--- config.mk ---
export PLATFORM = sky130hd
export DESIGN_NAME = fetch_responder
export DESIGN_NICKNAME = d
export VERILOG_FILES = /design/src/rtl/fetch_pkg.sv /design/src/rtl/fetch_line_buf.sv /design/src/rtl/fetch_responder.sv
export SDC_FILE = /design/constraint.sdc
export NUM_CORES = 1
export LEC_CHECK = 0
export BUFFER_PORTS_ARGS = -buffer_cell sky130_fd_sc_hd__clkbuf_2
export CAP_MARGIN = 20
export CORE_MARGIN = 1
export CORE_UTILIZATION = 45
export DETAILED_ROUTE_END_ITERATION = 6
export GPL_TIMING_DRIVEN = 0
export HOLD_SLACK_MARGIN = 0.05
export PLACE_DENSITY_LB_ADDON = 0.12
export RECOVER_POWER = 50
export REMOVE_ABC_BUFFERS = 1
export SLEW_MARGIN = 10
export SYNTH_ARGS = -nofsm -noshare
export SYNTH_HDL_FRONTEND = slang
export SYNTH_SLANG_ARGS = --single-unit
--- constraint.sdc ---
create_clock -name CLK -period 4.4 [get_ports CLK]
set_clock_uncertainty 0.2 [all_clocks]
set_input_delay 0.22 -clock CLK [delete_from_list [all_inputs] [get_ports CLK]]
set_output_delay 0.22 -clock CLK [all_outputs]
set_load 0.05 [all_outputs]
--- src/rtl/fetch_pkg.sv ---
// Shared types and geometry helpers for the instruction fetch responder.
package fetch_pkg;

    typedef enum logic [1:0] {FS_IDLE, FS_REQ, FS_FILL} fetch_state_t;

    function automatic int off_w(input int line_words);
        return $clog2(line_words * 4);
    endfunction

    function automatic int idx_w(input int line_words);
        return $clog2(line_words);
    endfunction

    function automatic int tag_w(input int addr_w, input int line_words);
        return addr_w - off_w(line_words);
    endfunction

endpackage

--- src/rtl/fetch_line_buf.sv ---
// One-line word buffer: single synchronous write port, combinational read port.
module fetch_line_buf #(
    parameter int XLEN       = 32,
    parameter int LINE_WORDS = 4,
    localparam int IDX_W     = $clog2(LINE_WORDS)
) (
    input  logic             clk_i,
    input  logic             we_i,
    input  logic [IDX_W-1:0] widx_i,
    input  logic [XLEN-1:0]  wdata_i,
    input  logic [IDX_W-1:0] ridx_i,
    output logic [XLEN-1:0]  rdata_o
);

    logic [XLEN-1:0] mem_q [LINE_WORDS];

    always_ff @(posedge clk_i) begin
        if (we_i) begin
            mem_q[widx_i] <= wdata_i;
        end
    end

    assign rdata_o = mem_q[ridx_i];

endmodule

--- src/rtl/fetch_responder.sv ---
// Instruction read-channel responder: zero-latency hits from a one-line buffer,
// stalls the core while the line is refilled from backing memory.
module fetch_responder
    import fetch_pkg::*;
#(
    parameter int XLEN       = 32,
    parameter int ADDR_W     = 32,
    parameter int LINE_WORDS = 4
) (
    input  logic              CLK,
    input  logic              RSTN,
    input  logic [ADDR_W-1:0] RCH1_ADDR,
    output logic [XLEN-1:0]   RCH1_DATA,
    output logic              CORE_STALL,
    output logic              RCH1_FAULT,
    input  logic              INVALIDATE,
    output logic              MEM_REQ_VALID,
    input  logic              MEM_REQ_READY,
    output logic [ADDR_W-1:0] MEM_REQ_ADDR,
    input  logic              MEM_RESP_VALID,
    input  logic [XLEN-1:0]   MEM_RESP_DATA,
    output logic [1:0]        DBG_STATE
);

    localparam int OFF_W = off_w(LINE_WORDS);
    localparam int IDX_W = idx_w(LINE_WORDS);
    localparam int TAG_W = tag_w(ADDR_W, LINE_WORDS);

    fetch_state_t     state_q;
    logic             line_valid_q;
    logic [TAG_W-1:0] tag_q;
    logic [TAG_W-1:0] miss_tag_q;
    logic [IDX_W-1:0] beat_cnt_q;
    logic [IDX_W-1:0] beat_cnt_d;
    logic             inv_pend_q;

    logic             is_idle;
    logic             fault;
    logic             hit;
    logic             last_beat;
    logic [TAG_W-1:0] addr_tag;
    logic [XLEN-1:0]  buf_rdata;

    assign addr_tag   = RCH1_ADDR[ADDR_W-1:OFF_W];
    assign is_idle    = (state_q == FS_IDLE);
    // Gated by RSTN so a misaligned PC cannot raise a fault while held in reset.
    assign fault      = RSTN && is_idle && (RCH1_ADDR[1:0] != 2'b00);
    assign hit        = line_valid_q && (tag_q == addr_tag);
    assign beat_cnt_d = beat_cnt_q + IDX_W'(1);
    assign last_beat  = (beat_cnt_q == IDX_W'(LINE_WORDS - 1));

    fetch_line_buf #(
        .XLEN       (XLEN),
        .LINE_WORDS (LINE_WORDS)
    ) u_line_buf (
        .clk_i   (CLK),
        .we_i    ((state_q == FS_FILL) && MEM_RESP_VALID),
        .widx_i  (beat_cnt_q),
        .wdata_i (MEM_RESP_DATA),
        .ridx_i  (RCH1_ADDR[OFF_W-1:2]),
        .rdata_o (buf_rdata)
    );

    assign CORE_STALL    = !is_idle || (!hit && !fault);
    assign RCH1_FAULT    = fault;
    assign RCH1_DATA     = (is_idle && hit && !fault) ? buf_rdata : '0;
    assign MEM_REQ_VALID = (state_q == FS_REQ);
    assign MEM_REQ_ADDR  = {miss_tag_q, {OFF_W{1'b0}}};
    assign DBG_STATE     = state_q;

    always_ff @(posedge CLK or negedge RSTN) begin
        if (!RSTN) begin
            state_q      <= FS_IDLE;
            line_valid_q <= 1'b0;
            tag_q        <= '0;
            miss_tag_q   <= '0;
            beat_cnt_q   <= '0;
            inv_pend_q   <= 1'b0;
        end else begin
            case (state_q)
                FS_IDLE: begin
                    if (INVALIDATE) begin
                        line_valid_q <= 1'b0;
                    end
                    if (!fault && !hit) begin
                        miss_tag_q   <= addr_tag;
                        line_valid_q <= 1'b0;
                        state_q      <= FS_REQ;
                    end
                end
                FS_REQ: begin
                    if (INVALIDATE) begin
                        inv_pend_q <= 1'b1;
                    end
                    if (MEM_REQ_READY) begin
                        beat_cnt_q <= '0;
                        state_q    <= FS_FILL;
                    end
                end
                FS_FILL: begin
                    if (INVALIDATE) begin
                        inv_pend_q <= 1'b1;
                    end
                    if (MEM_RESP_VALID) begin
                        beat_cnt_q <= beat_cnt_d;
                        // An invalidate seen at any point of the refill leaves the line invalid.
                        if (last_beat) begin
                            tag_q        <= miss_tag_q;
                            line_valid_q <= !inv_pend_q && !INVALIDATE;
                            inv_pend_q   <= 1'b0;
                            state_q      <= FS_IDLE;
                        end
                    end
                end
                default: state_q <= FS_IDLE;
            endcase
        end
    end

    resp_outside_fill_a: assert property (
        @(posedge CLK) disable iff (!RSTN) MEM_RESP_VALID |-> (state_q == FS_FILL)
    );

endmodule
==> results of run 1 <==
[area by class of cell]
cell class | count | area [sq um]
repair buffers | 206 | 1400
inverters | 9 | 36.3
clock buffers | 18 | 429
clock inverters | 14 | 144
flip-flops and latches | 190 | 5400
well taps | 220 | 275
fillers | 1349 | 6790
multi-input cells | 206 | 2300
[repair_timing]
item | in CTS | in global routing
endpoints found under the setup margin | 0 | 0
hold buffers | 66 | 0
endpoints found under the hold margin | 222 | 0
resized for setup | 0 | 0
[cells by family after synthesis]
group                      count (synthesis)  synth area share, %
DFF                                      190                 69.0
muxes                                     89                 18.4
and+or+nand+nor                           58                 4.67
buffers and inverters                     29                 1.81
xor gates and xnor gates                  26                 2.91
AOI/OAI and AO/OA                         21                 1.86
adders and majority gates                  8                 1.28
other                                      1               0.0480
[worst max-delay path, delay by kind of cell]
kind	cells	cell delay, ns
AND/OR/NAND/NOR	4	1.47
buffers and inverters	4	1.19
AO/OA/AOI/OAI	1	0.13
XOR/XNOR	1	0.16
[flip-flops by register name (all words and copies together) (netlist names)]
register / cells
u_line_buf.mem_q: 128
miss_tag_q: 28
tag_q: 28
DBG_STATE: 2
beat_cnt_q: 2
inv_pend_q: 1
line_valid_q: 1
[Yosys cell counts, types with 2 or more instances]
master	count	area, sq um
o21ai_0	4	20.0
buf_6	2	22.5
inv_1	9	33.8
nor2_1	3	11.3
nor4_1	3	18.8
buf_2	2	10.0
xnor2_1	9	78.8
a21oi_1	5	25.0
buf_4	4	30.0
ha_1	8	100
nand2_1	3	11.3
edfxtp_1	128	3840
clkbuf_1	9	33.8
mux2_4	20	300
a2111oi_0	2	17.5
a22o_1	2	17.5
o211ai_1	2	15.0
nand3_1	5	25.0
mux2_2	37	417
and3_1	3	18.8
nand4_1	2	12.5
xor2_1	17	149
nor2b_1	34	213
mux4_2	32	721
buf_1	3	11.3
dfrtp_1	62	1550
[power groups by stage]
stage / clock network, W / registers, W / logic [W]
after global placement: 0 / 0.00236 / 0.00150
after global routing: 0.00158 / 0.00238 / 0.00166
final: 0.00148 / 0.00234 / 0.00155
after CTS: 0.00152 / 0.00234 / 0.00161
after floorplan: 0 / 0.00284 / 0.000663
after detailed placement: 0 / 0.00238 / 0.00156
[cells in the final DEF (no fill, tap or decap), types with 5 or more instances in the layout]
cell,n
mux4_2,32
clkbuf_16,17
nor2b_1,34
edfxtp_1,128
ha_1,8
clkbuf_1,64
xor2_1,17
dlygate4sd3_1,66
mux2_2,37
clkbuf_2,69
xnor2_1,9
dfrtp_1,62
inv_1,8
buf_12,6
mux2_4,20
a21oi_1,5
[metal layers]
metal  GRT usage [%]  wire length (microns)  vias to the layer above
met3            4.76                    828                       14
met2            31.1                   7710                      113
met5               0                      0                        -
li1                -                      -                     2028
met1            20.9                   6110                     2192
met4            6.82                    167                        0
[metrics by stage]
stage | setup slack [ns] | utilization, % | cell area [sq um] | instances
6_report | 0.792 | 59.5 | 9970 | 863
5_1_grt | 0.646 | 59.5 | 9970 | 863
4_1_cts | 0.742 | 60.0 | 10100 | 863
3_5_place_dp | 1.30 | 52.7 | 8820 | 765
3_3_place_gp | 0.0594 | 51.7 | 8660 | 758
2_1_floorplan | 0.876 | - | 7720 | 405
[path summary, 6_finish.rpt]
kind / endpoint / slack, ns / cells after the start
max in group asynchronous: miss_tag_q[9] / 1.85 / 4
min in group asynchronous: tag_q[14] / 0.65 / 3
max reg2reg: miss_tag_q[8] / 1.53 / 7
max: RCH1_DATA[22] / 0.79 / 10
min: DBG_STATE[1] / 0.24 / 5
min reg2reg: tag_q[3] / 0.32 / 1
==> impl_results.md, run 1 <==
* Largest net degree at the start of global routing at 43
* Die Ht at 134 microns
* Port Buffers at 133
* Register area share after synthesis at 69.0%
* Peak Freq at 0.277 GHz
* Type of the most critical hold path: in2reg
* Yosys warning count at 0
* CTS tree: built
* Fin. max-slew vios at 0
* Ys flop type: edfxtp_1
* Routed WL at 14.8 mm
* Maximum vdd drop at 0.440 mV
* Most frequent CP cell: clkbuf_2
* 1st-pass router iterations at 4
* DRC viols at 0
* # setup viols final at 0
* EDFF count, synth at 128
* Final period utilization at 82.0%
* Core box area at 16,800 sq um
* Clock latency on the worst-skew pair at 0.42 ns
* H-Tree Depth at 4
* Hold Fails Final Rpt at 0
* CP max-delay cell: or4_4
* Fin crit period at 3.61 ns
* GP Congestion at 0.721
* Synth cell types at 38
* Critical path, cell by cell: dlygate4sd3_1 -> clkbuf_2 -> xnor2_1 -> o211ai_1 -> or4_4 -> nor4_4 -> nand3_2 -> buf_12 -> nor2b_1 -> clkbuf_2
* Io pins at 138
* Wire per inst at 17.2 microns
* Syn Inst Count at 422
* Detail-routed via count per cell at 5.04
* P_leak at 3.85 nW
* Avg Inst Size Synth at 18.5 sq um
* CP Max Fanout at 31
* Maximum root-to-sink buffer count at 2
* P&R area growth vs syn at 27.6%
* Worst r2r src: tag_q[14]
* Vias in the first global route at 4,553
* CTS Sinks at 190
* Switching fraction of total power at 33.1%
* Critical path class: in2out
* Max stage delay on crit path at 0.57 ns
* Root Driver: clkbuf_16
* Mapped Area at 7820 sq um
* Register bit count reported by yosys at 190
* Asr flop ratio synth at 32.6%
* Switch Pwr at 0.00178 W
* Worst setup SP type: input port
* Share of cells above drive strength 1 at 31.1%
* Clock-pin slew on the worst setup and hold paths at 0.06 ns
* Via count at 4,347
* Row cnt at 47
* Nets at 707
* DRT iter0 DRCs at 106
* Critical Path End Type: output pin
* Die area at 17,900 sq um
* Internal Power at 0.00359 W
* Max_cap viols at 0
* Chip width at 134 microns
* TNS Setup at 0 ns
* Total grt overflow at 0
* Worst hold path startpoint: RCH1_ADDR[0]
* Worst-case hold slack at 0.239 ns
* Least-Margin Pin Slew at 0.982 ns
* All-layer global routing usage at 17.8%
* Final HPWL DP at 9.08 mm
* Crit. Startpoint: RCH1_ADDR[18]
* Antenna cells at 0
* Setup Buffers After CTS at 0
* RSZ-0062 raised after global routing: false
* Comb power frac at 28.9%
* Post-DRT Antenna Nets at 0
* Status: finished clean
* Initial antenna violation count at 0
* Data required time of the worst path at 3.98 ns
* Initial Util at 46.6%
* Sequential share of power at 43.6%
* Total power divided by cell area at 539 nW/um^2
* Headroom to the max-slew limit at 34.5%
* Clock power share at 27.5%
* First-pass GRT wire length at 23.7 mm
* WP data arrival at 3.19 ns
* TritonCTS Buffers at 17
* Pwr Total at 0.00537 W
Note: power is estimated with default switching activity, not from simulation.
==> run 2, diff against run 1 <==
Settings changed: ABC_AREA from default to 1.
Clock period 4.4 ns to 3.1 ns, I/O delays scaled along.
==> impl_results.md, run 2 <==
* Worst hold path startpoint: RCH1_ADDR[9]
* Mapped Area at 8530 sq um (+9.2%)
* Sequential share of power at 43.1% (-0.5 points)
* Max reg flops at 128 (unchanged)
* Vias in the first global route at 5,943 (+31%)
* Nets at 1,132 (+60%)
* Most frequent cells in the layout: nand2_1, edfxtp_1, nor2_1, inv_1, o21ai_0
* Fin crit period at 2.93 ns
* First-pass GRT wire length at 29.6 mm (+25%)
* Post-DRT Antenna Nets at 0 (unchanged)
* Final Util at 58.4% (-1.1 points)
* EDFF count, synth at 128 (unchanged)
* Initial antenna violation count at 0 (unchanged)
* Yosys warning count at 0 (unchanged)
* CTS tree: built
* Status: finished clean
* CTS Sinks at 190 (unchanged)
* H-Tree Depth at 4 (unchanged)
* Post-route insts no fill at 1,297 (+50%)
* Core box area at 18,300 sq um (+9.0%)
* TritonCTS Buffers at 17 (unchanged)
* Synth cell types at 34 (-11%)
* Maximum root-to-sink buffer count at 2 (unchanged)
* WP data arrival at 2.57 ns (-0.62 ns)
* Final worst setup slack at 0.174 ns (-0.618 ns)
* Worst setup SP type: register
* Largest net degree at the start of global routing at 47 (+9.3%)
* Wire per inst at 14.1 microns (-18%)
* Initial Util at 46.7% (+0.069 points)
* Row cnt at 49 (+4.3%)
* Max_cap viols at 0 (unchanged)
* Pwr Total at 0.00809 W (+51%)
* Switch Pwr at 0.00315 W (+77%)
* Synth top area share at 45.0% (-4.1 points)
* Post-synth top area cell: edfxtp_1
* DRC viols at 0 (unchanged)
* WHS Endpoint: miss_tag_q[5]
* Final Cell Area at 10,700 sq um (+7.0%)
* RSZ-0062 raised after global routing: false
* Post-DP Area at 9530 sq um (+8.0%)
* P&R area growth vs syn at 25.1%
* Data required time of the worst path at 2.74 ns (-1.24 ns)
* Final period utilization at 94.4%
* 1st-pass router iterations at 4 (unchanged)
* Share of cells above drive strength 1 at 14.5% (-17 points)
* Hold Fails Final Rpt at 0 (unchanged)
* Worst Hold Path Cells at 4 (-1)
* Worst r2r dst: miss_tag_q[6]
* Register bit count reported by yosys at 190 (unchanged)
* R2R cell count at 7 (unchanged)
* Routed WL at 18.3 mm (+24%)
* Pre-CTS setup slack at 0.323 ns (-0.974 ns)
* Port Buffers at 133 (unchanged)
* Die Ht at 140 microns (+4.4%)
* Crit. Startpoint: tag_q[6]
* Total grt overflow at 0 (unchanged)
* Maximum vdd drop at 0.606 mV (+38%)
* Peak Freq at 0.342 GHz
* GP Congestion at 0.813 (+13%)
* Headroom to the max-slew limit at 34.6% (+0.065 points)
* Top reg by flops: u_line_buf.mem_q
* Setup Buffers After CTS at 0 (unchanged)
* Clock power share at 25.3% (-2.2 points)
* Total power divided by cell area at 758 nW/um^2 (+41%)
* Io pins at 138 (unchanged)
* Critical path, cell by cell: xnor2_1 -> nand2_1 -> nor3_1 -> nand2_1 -> nor2_2 -> nand3_4 -> buf_12 -> nor2_2 -> clkbuf_2
* # setup viols final at 0 (unchanged)
* Commonest non-fill, non-tap cell in the layout: nand2_1
* Placed Cells at 1,196 (+56%)
* P_leak at 4.58 nW (+19%)
* CP Max Fanout at 22 (-29%)
* Via count at 6,275 (+44%)
* Switching fraction of total power at 38.9% (+5.8 points)
* Fin. max-slew vios at 0 (unchanged)
* Comb power frac at 31.6% (+2.7 points)
* Ys flop type: edfxtp_1
* Chip width at 140 microns (+4.4%)
* Setup slack, reg-to-reg at 0.40 ns (-1.13 ns)
* Dominant cells by area after synthesis: edfxtp_1, dfrtp_1, nand2_1, nor2_1, inv_1
* Clock latency on the worst-skew pair at 0.43 ns (about the same)
* Die area at 19,500 sq um (+9.0%)
* DRT iter0 DRCs at 281 (+170%)
* Root Driver: clkbuf_16
* Critical path class: reg2out
* Clock-pin slew on the worst setup and hold paths at 0.07 ns (about the same)
* All-layer global routing usage at 19.8% (+2.0 points)
* Avg Inst Size Synth at 9.92 sq um (-46%)
* Register area share after synthesis at 63.2% (-5.8 points)
* Top Registers: u_line_buf.mem_q: 128 flops, miss_tag_q: 28 flops, tag_q: 28 flops
* Type of the most critical hold path: in2reg
* Asr flop ratio synth at 32.6% (unchanged)
* Critical path's top delay family: simple AND/OR/NAND/NOR gates
* Critical Path End Type: output pin
* Syn Inst Count at 860 (+100%)
* Internal Power at 0.00494 W (+38%)
* Cell with the most instances after synthesis: nand2_1
* Worst r2r src: DBG_STATE[0]
* Antenna cells at 0 (unchanged)
* WP buf/inv at 2 (-2)
* Max stage delay on crit path at 0.40 ns (-0.17 ns)
* Detail-routed via count per cell at 4.84 (-4.0%)
* Commonest cells post-synth: nand2_1, edfxtp_1, nor2_1, inv_1, o21ai_0
* Least-Margin Pin Slew at 0.980 ns (-0.00205 ns)
* Final HPWL DP at 12.2 mm (+35%)
* CP max-delay cell: dfrtp_1
[run 2: cell types whose count changed after synthesis, moves of 32 or more]
cell,before,now
nor2b_1,34,0
inv_1,9,113
mux4_2,32,0
nor2_2,0,32
nor2_1,3,123
mux2_2,37,0
o32ai_1,0,32
nand2_1,3,190
o21ai_0,4,74
[run 2: kinds of logic after synthesis]
group,count (synthesis),share of synthesized area [%]
xor+xnor,4,0.411
fa+ha+maj,8,1.17
compound gates,131,9.16
other cells,1,0.0439
simple gates,371,18.0
flops,190,63.2
buf+inv,155,7.96
[run 2: what timing repair did]
| action | in CTS | in global routing |
|---|---|---|
| hold endpoints to repair | 224 | 0 |
| setup endpoints to repair | 22 | 1 |
| pin swaps | 0 | 0 |
| hold buffers | 67 | 0 |
| gates resized for setup | 1 | 1 |
[run 2: metrics by stage]
| stage | hold WS, ns | TNS, ns |
|---|---|---|
| after floorplan | -0.341 | -21.83 |
| after global placement | 0.173 | -208.53 |
| after detailed placement | -0.0797 | 0 |
| after CTS | 0.270 | 0 |
| after global routing | 0.296 | 0 |
| final | 0.304 | 0 |
[run 2: cell type report]
| cell class | instances | area, sq um |
|---|---|---|
| inverter | 114 | 428 |
| sequential | 190 | 5400 |
| clock inverter | 14 | 120 |
| tap | 229 | 287 |
| multi-input combinational | 518 | 2510 |
| fill | 1619 | 7600 |
| clock buffer | 18 | 429 |
| timing repair buffer | 214 | 1510 |
[run 2: power groups by stage]
| stage | combinational (W) | sequential (W) | clock, W |
|---|---|---|---|
| 6_report | 0.00256 | 0.00349 | 0.00205 |
| 5_1_grt | 0.00286 | 0.00355 | 0.00220 |
| 3_5_place_dp | 0.00257 | 0.00354 | 0 |
| 3_3_place_gp | 0.00246 | 0.00354 | 0 |
| 4_1_cts | 0.00265 | 0.00349 | 0.00209 |
| 2_1_floorplan | 0.00116 | 0.00416 | 0 |
[run 2: layer usage]
layer	GRT usage, %	vias up	part of all wire [%]
li1	-	3194	-
met1	23.7	2925	43
met2	35.2	137	51
met3	4.54	19	4.1
met4	6.07	0	1.2
met5	0	-	0
[run 2: how the worst max path moves through the flow]
stage                     end  slack [ns]  cells after the start
2_1_floorplan    line_valid_q       -0.68                      9
3_3_place_gp     line_valid_q       -2.00                      9
3_5_place_dp   miss_tag_q[18]        0.32                     10
4_1_cts         RCH1_DATA[29]        0.09                      9
5_1_grt         RCH1_DATA[29]        0.02                      9
6_report         RCH1_DATA[6]        0.17                      9
[run 2: worst register-to-register path, stage by stage, from the launching register on]
cell and delay, ns:
dfrtp_1 0.42, inv_1 0.12, ha_1 0.34, inv_1 0.51, nor2_2 0.68, buf_8 0.24, nand2_1 0.07, o21ai_1 0.06
==> run 3, diff against run 2 <==
==> constraint.sdc (replaced) <==
create_clock -name CLK -period 3.1 [get_ports CLK]
set_clock_uncertainty 0.2 [all_clocks]
set_input_delay 0.62 -clock CLK [delete_from_list [all_inputs] [get_ports CLK]]
set_output_delay 0.62 -clock CLK [all_outputs]
set_load 0.05 [all_outputs]
==> impl_results.md, run 3 (synthesized netlist as in run 2, its figures left out) <==
* Antenna cells at 0 (unchanged)
* Port Buffers at 133 (unchanged)
* CP max-delay cell: dfrtp_1
* Hold Fails Final Rpt at 0 (unchanged)
* Clock latency on the worst-skew pair at 0.43 ns (about the same)
* Max_cap viols at 0 (unchanged)
* Fin crit period at 3.05 ns (+0.125 ns)
* GRT busiest layer: met2
* Routed WL at 18.8 mm (+2.8%)
* Io pins at 138 (unchanged)
* Commonest non-fill, non-tap cell in the layout: nand2_1
* Core box area at 18,300 sq um (unchanged)
* Die area at 19,500 sq um (unchanged)
* Setup slack, reg-to-reg at 0.55 ns (+0.15 ns)
* Largest net degree at the start of global routing at 47 (unchanged)
* WHS Endpoint: miss_tag_q[22]
* Vias in the first global route at 5,829 (-1.9%)
* Wire per inst at 15.1 microns (+7.2%)
* Met1 usage at 23.8% (+0.10 points)
* CTS tree: built
* Met3 usage at 5.20% (+0.65 points)
* WP data arrival at 2.23 ns (-0.34 ns)
* Chip width at 140 microns (unchanged)
* P_leak at 4.57 nW (about the same)
* Final Util at 59.0% (+0.62 points)
* Final Cell Area at 10,800 sq um (+1.1%)
* H-Tree Depth at 4 (unchanged)
* Detail-routed via count per cell at 4.97 (+2.8%)
* Post-DP Area at 9530 sq um (unchanged)
* First-pass GRT wire length at 29.7 mm (+0.16%)
* Nets at 1,078 (-4.8%)
* Status: finished clean
* Worst r2r src: DBG_STATE[0]
* Multi-input gate area at 2700 sq um (+7.4%)
* Critical path, cell by cell: inv_1 -> nand2_1 -> nand2_2 -> nand4_1 -> nor3_2 -> nand2_1 -> nor2_2 -> nand3_4 -> buf_12 -> clkbuf_16 -> nor2_2 -> buf_8
* GP Congestion at 0.813 (unchanged)
* Max reg flops at 128 (unchanged)
* Post-route insts no fill at 1,243 (-4.2%)
* Initial antenna violation count at 0 (unchanged)
* GRT met2 Usage at 35.3% (+0.079 points)
* Type of the most critical hold path: in2reg
* DRT iter0 DRCs at 267 (-5.0%)
* Clock-pin slew on the worst setup and hold paths at 0.07 ns (about the same)
* Least-Margin Pin Slew at 1.00 ns (+0.0224 ns)
* RSZ-0062 raised after global routing: true
* DRC viols at 0 (unchanged)
* Root Driver: clkbuf_16
* Maximum root-to-sink buffer count at 2 (unchanged)
* Worst setup SP type: register
* TritonCTS Buffers at 17 (unchanged)
* Register area at 5400 sq um (unchanged)
* CTS Sinks at 190 (unchanged)
* All-layer global routing usage at 20.0% (+0.19 points)
* Fill cells at 1,577 (-2.6%)
* Top Registers: u_line_buf.mem_q: 128 flops, miss_tag_q: 28 flops, tag_q: 28 flops
* Share of cells above drive strength 1 at 20.2% (+5.7 points)
* Worst r2r dst: miss_tag_q[15]
* Total power divided by cell area at 756 nW/um^2 (-0.23%)
* Row cnt at 49 (unchanged)
* Critical path class: reg2out
* Maximum vdd drop at 0.608 mV (+0.43%)
* Post-DRT Antenna Nets at 0 (unchanged)
* Most frequent cells in the layout: nand2_1, edfxtp_1, nor2_1, inv_1, o21ai_0
* Data required time of the worst path at 2.28 ns (-0.46 ns)
* # setup viols final at 0 (unchanged)
* Final period utilization at 98.4% (+4.0 points)
* Die Ht at 140 microns (unchanged)
* Max stage delay on crit path at 0.38 ns (-0.02 ns)
* CP Max Fanout at 6 (-73%)
* Top reg by flops: u_line_buf.mem_q
* R2R cell count at 7 (unchanged)
* Critical Path End Type: output pin
* P&R area growth vs syn at 26.4%
* Total grt overflow at 0 (unchanged)
* Peak Freq at 0.328 GHz (-4.1%)
* Worst Hold Path Cells at 3 (-1)
* Initial Util at 46.7% (unchanged)
* Headroom to the max-slew limit at 33.1% (-1.5 points)
* Worst hold path startpoint: RCH1_ADDR[26]
* Fin. max-slew vios at 0 (unchanged)
* Placed Cells at 1,196 (unchanged)
* 1st-pass router iterations at 4 (unchanged)
* Via count at 6,181 (-1.5%)
* Final HPWL DP at 12.2 mm (unchanged)
[run 3: worst max path at each step]
stage | endpoint | start | depth (start not counted)
after floorplan | RCH1_DATA[0] | DBG_STATE[0] | 7
after global placement | line_valid_q | DBG_STATE[0] | 9
after detailed placement | RCH1_DATA[3] | RCH1_ADDR[2] | 9
after CTS | RCH1_DATA[30] | tag_q[14] | 11
after global routing | RCH1_DATA[4] | tag_q[14] | 12
final | RCH1_DATA[10] | tag_q[14] | 12
[run 3: area by class of cell]
type | count | share of cell area (%)
clock inverters | 14 | 1.11
multi-input cells | 518 | 25.0
well taps | 229 | 2.66
inverters | 114 | 4.08
repair buffers | 160 | 13.2
clock buffers | 18 | 3.98
flip-flops and latches | 190 | 50.0
[run 3: worst max-delay path, delay by kind of cell (launching register included)]
kind / cells / cell delay, ns
buffers and inverters: 4 / 0.56
DFF: 1 / 0.38
and+or+nand+nor: 8 / 0.85
[run 3: repair_timing]
item / in CTS / in global routing
pin swaps: 3 / 8
hold buffers: 3 / 0
resized for setup: 83 / 74
hold endpoints to repair: 23 / 0
setup endpoints to repair: 33 / 33
gates cloned: 2 / 3
buffers inserted: 2 / 4
[run 3: routing by layer]
layer / vias to the layer above / routed length [microns]
li1: 3091 / -
met1: 2946 / 7830
met2: 130 / 9880
met3: 14 / 944
met4: 0 / 172
met5: - / 0
[run 3: report_power, final]
part	internal, W	total, W	switching (W)
combinational	0.000706	0.00262	0.00191
sequential	0.00321	0.00350	0.000283
clock	0.00106	0.00205	0.000990
[run 3: metrics by stage]
step                hold slack, ns  power, W  setup WS, ns  TNS (ns)
finish                       0.223   0.00816        0.0492         0
global route                 0.225   0.00868       -0.0652     -1.18
CTS                          0.193   0.00822       -0.0173   -0.0412
detailed placement           0.297   0.00611        -0.538    -15.13
global placement             0.287   0.00600         -2.00   -253.22
floorplan                    0.124   0.00532        -0.773    -36.98
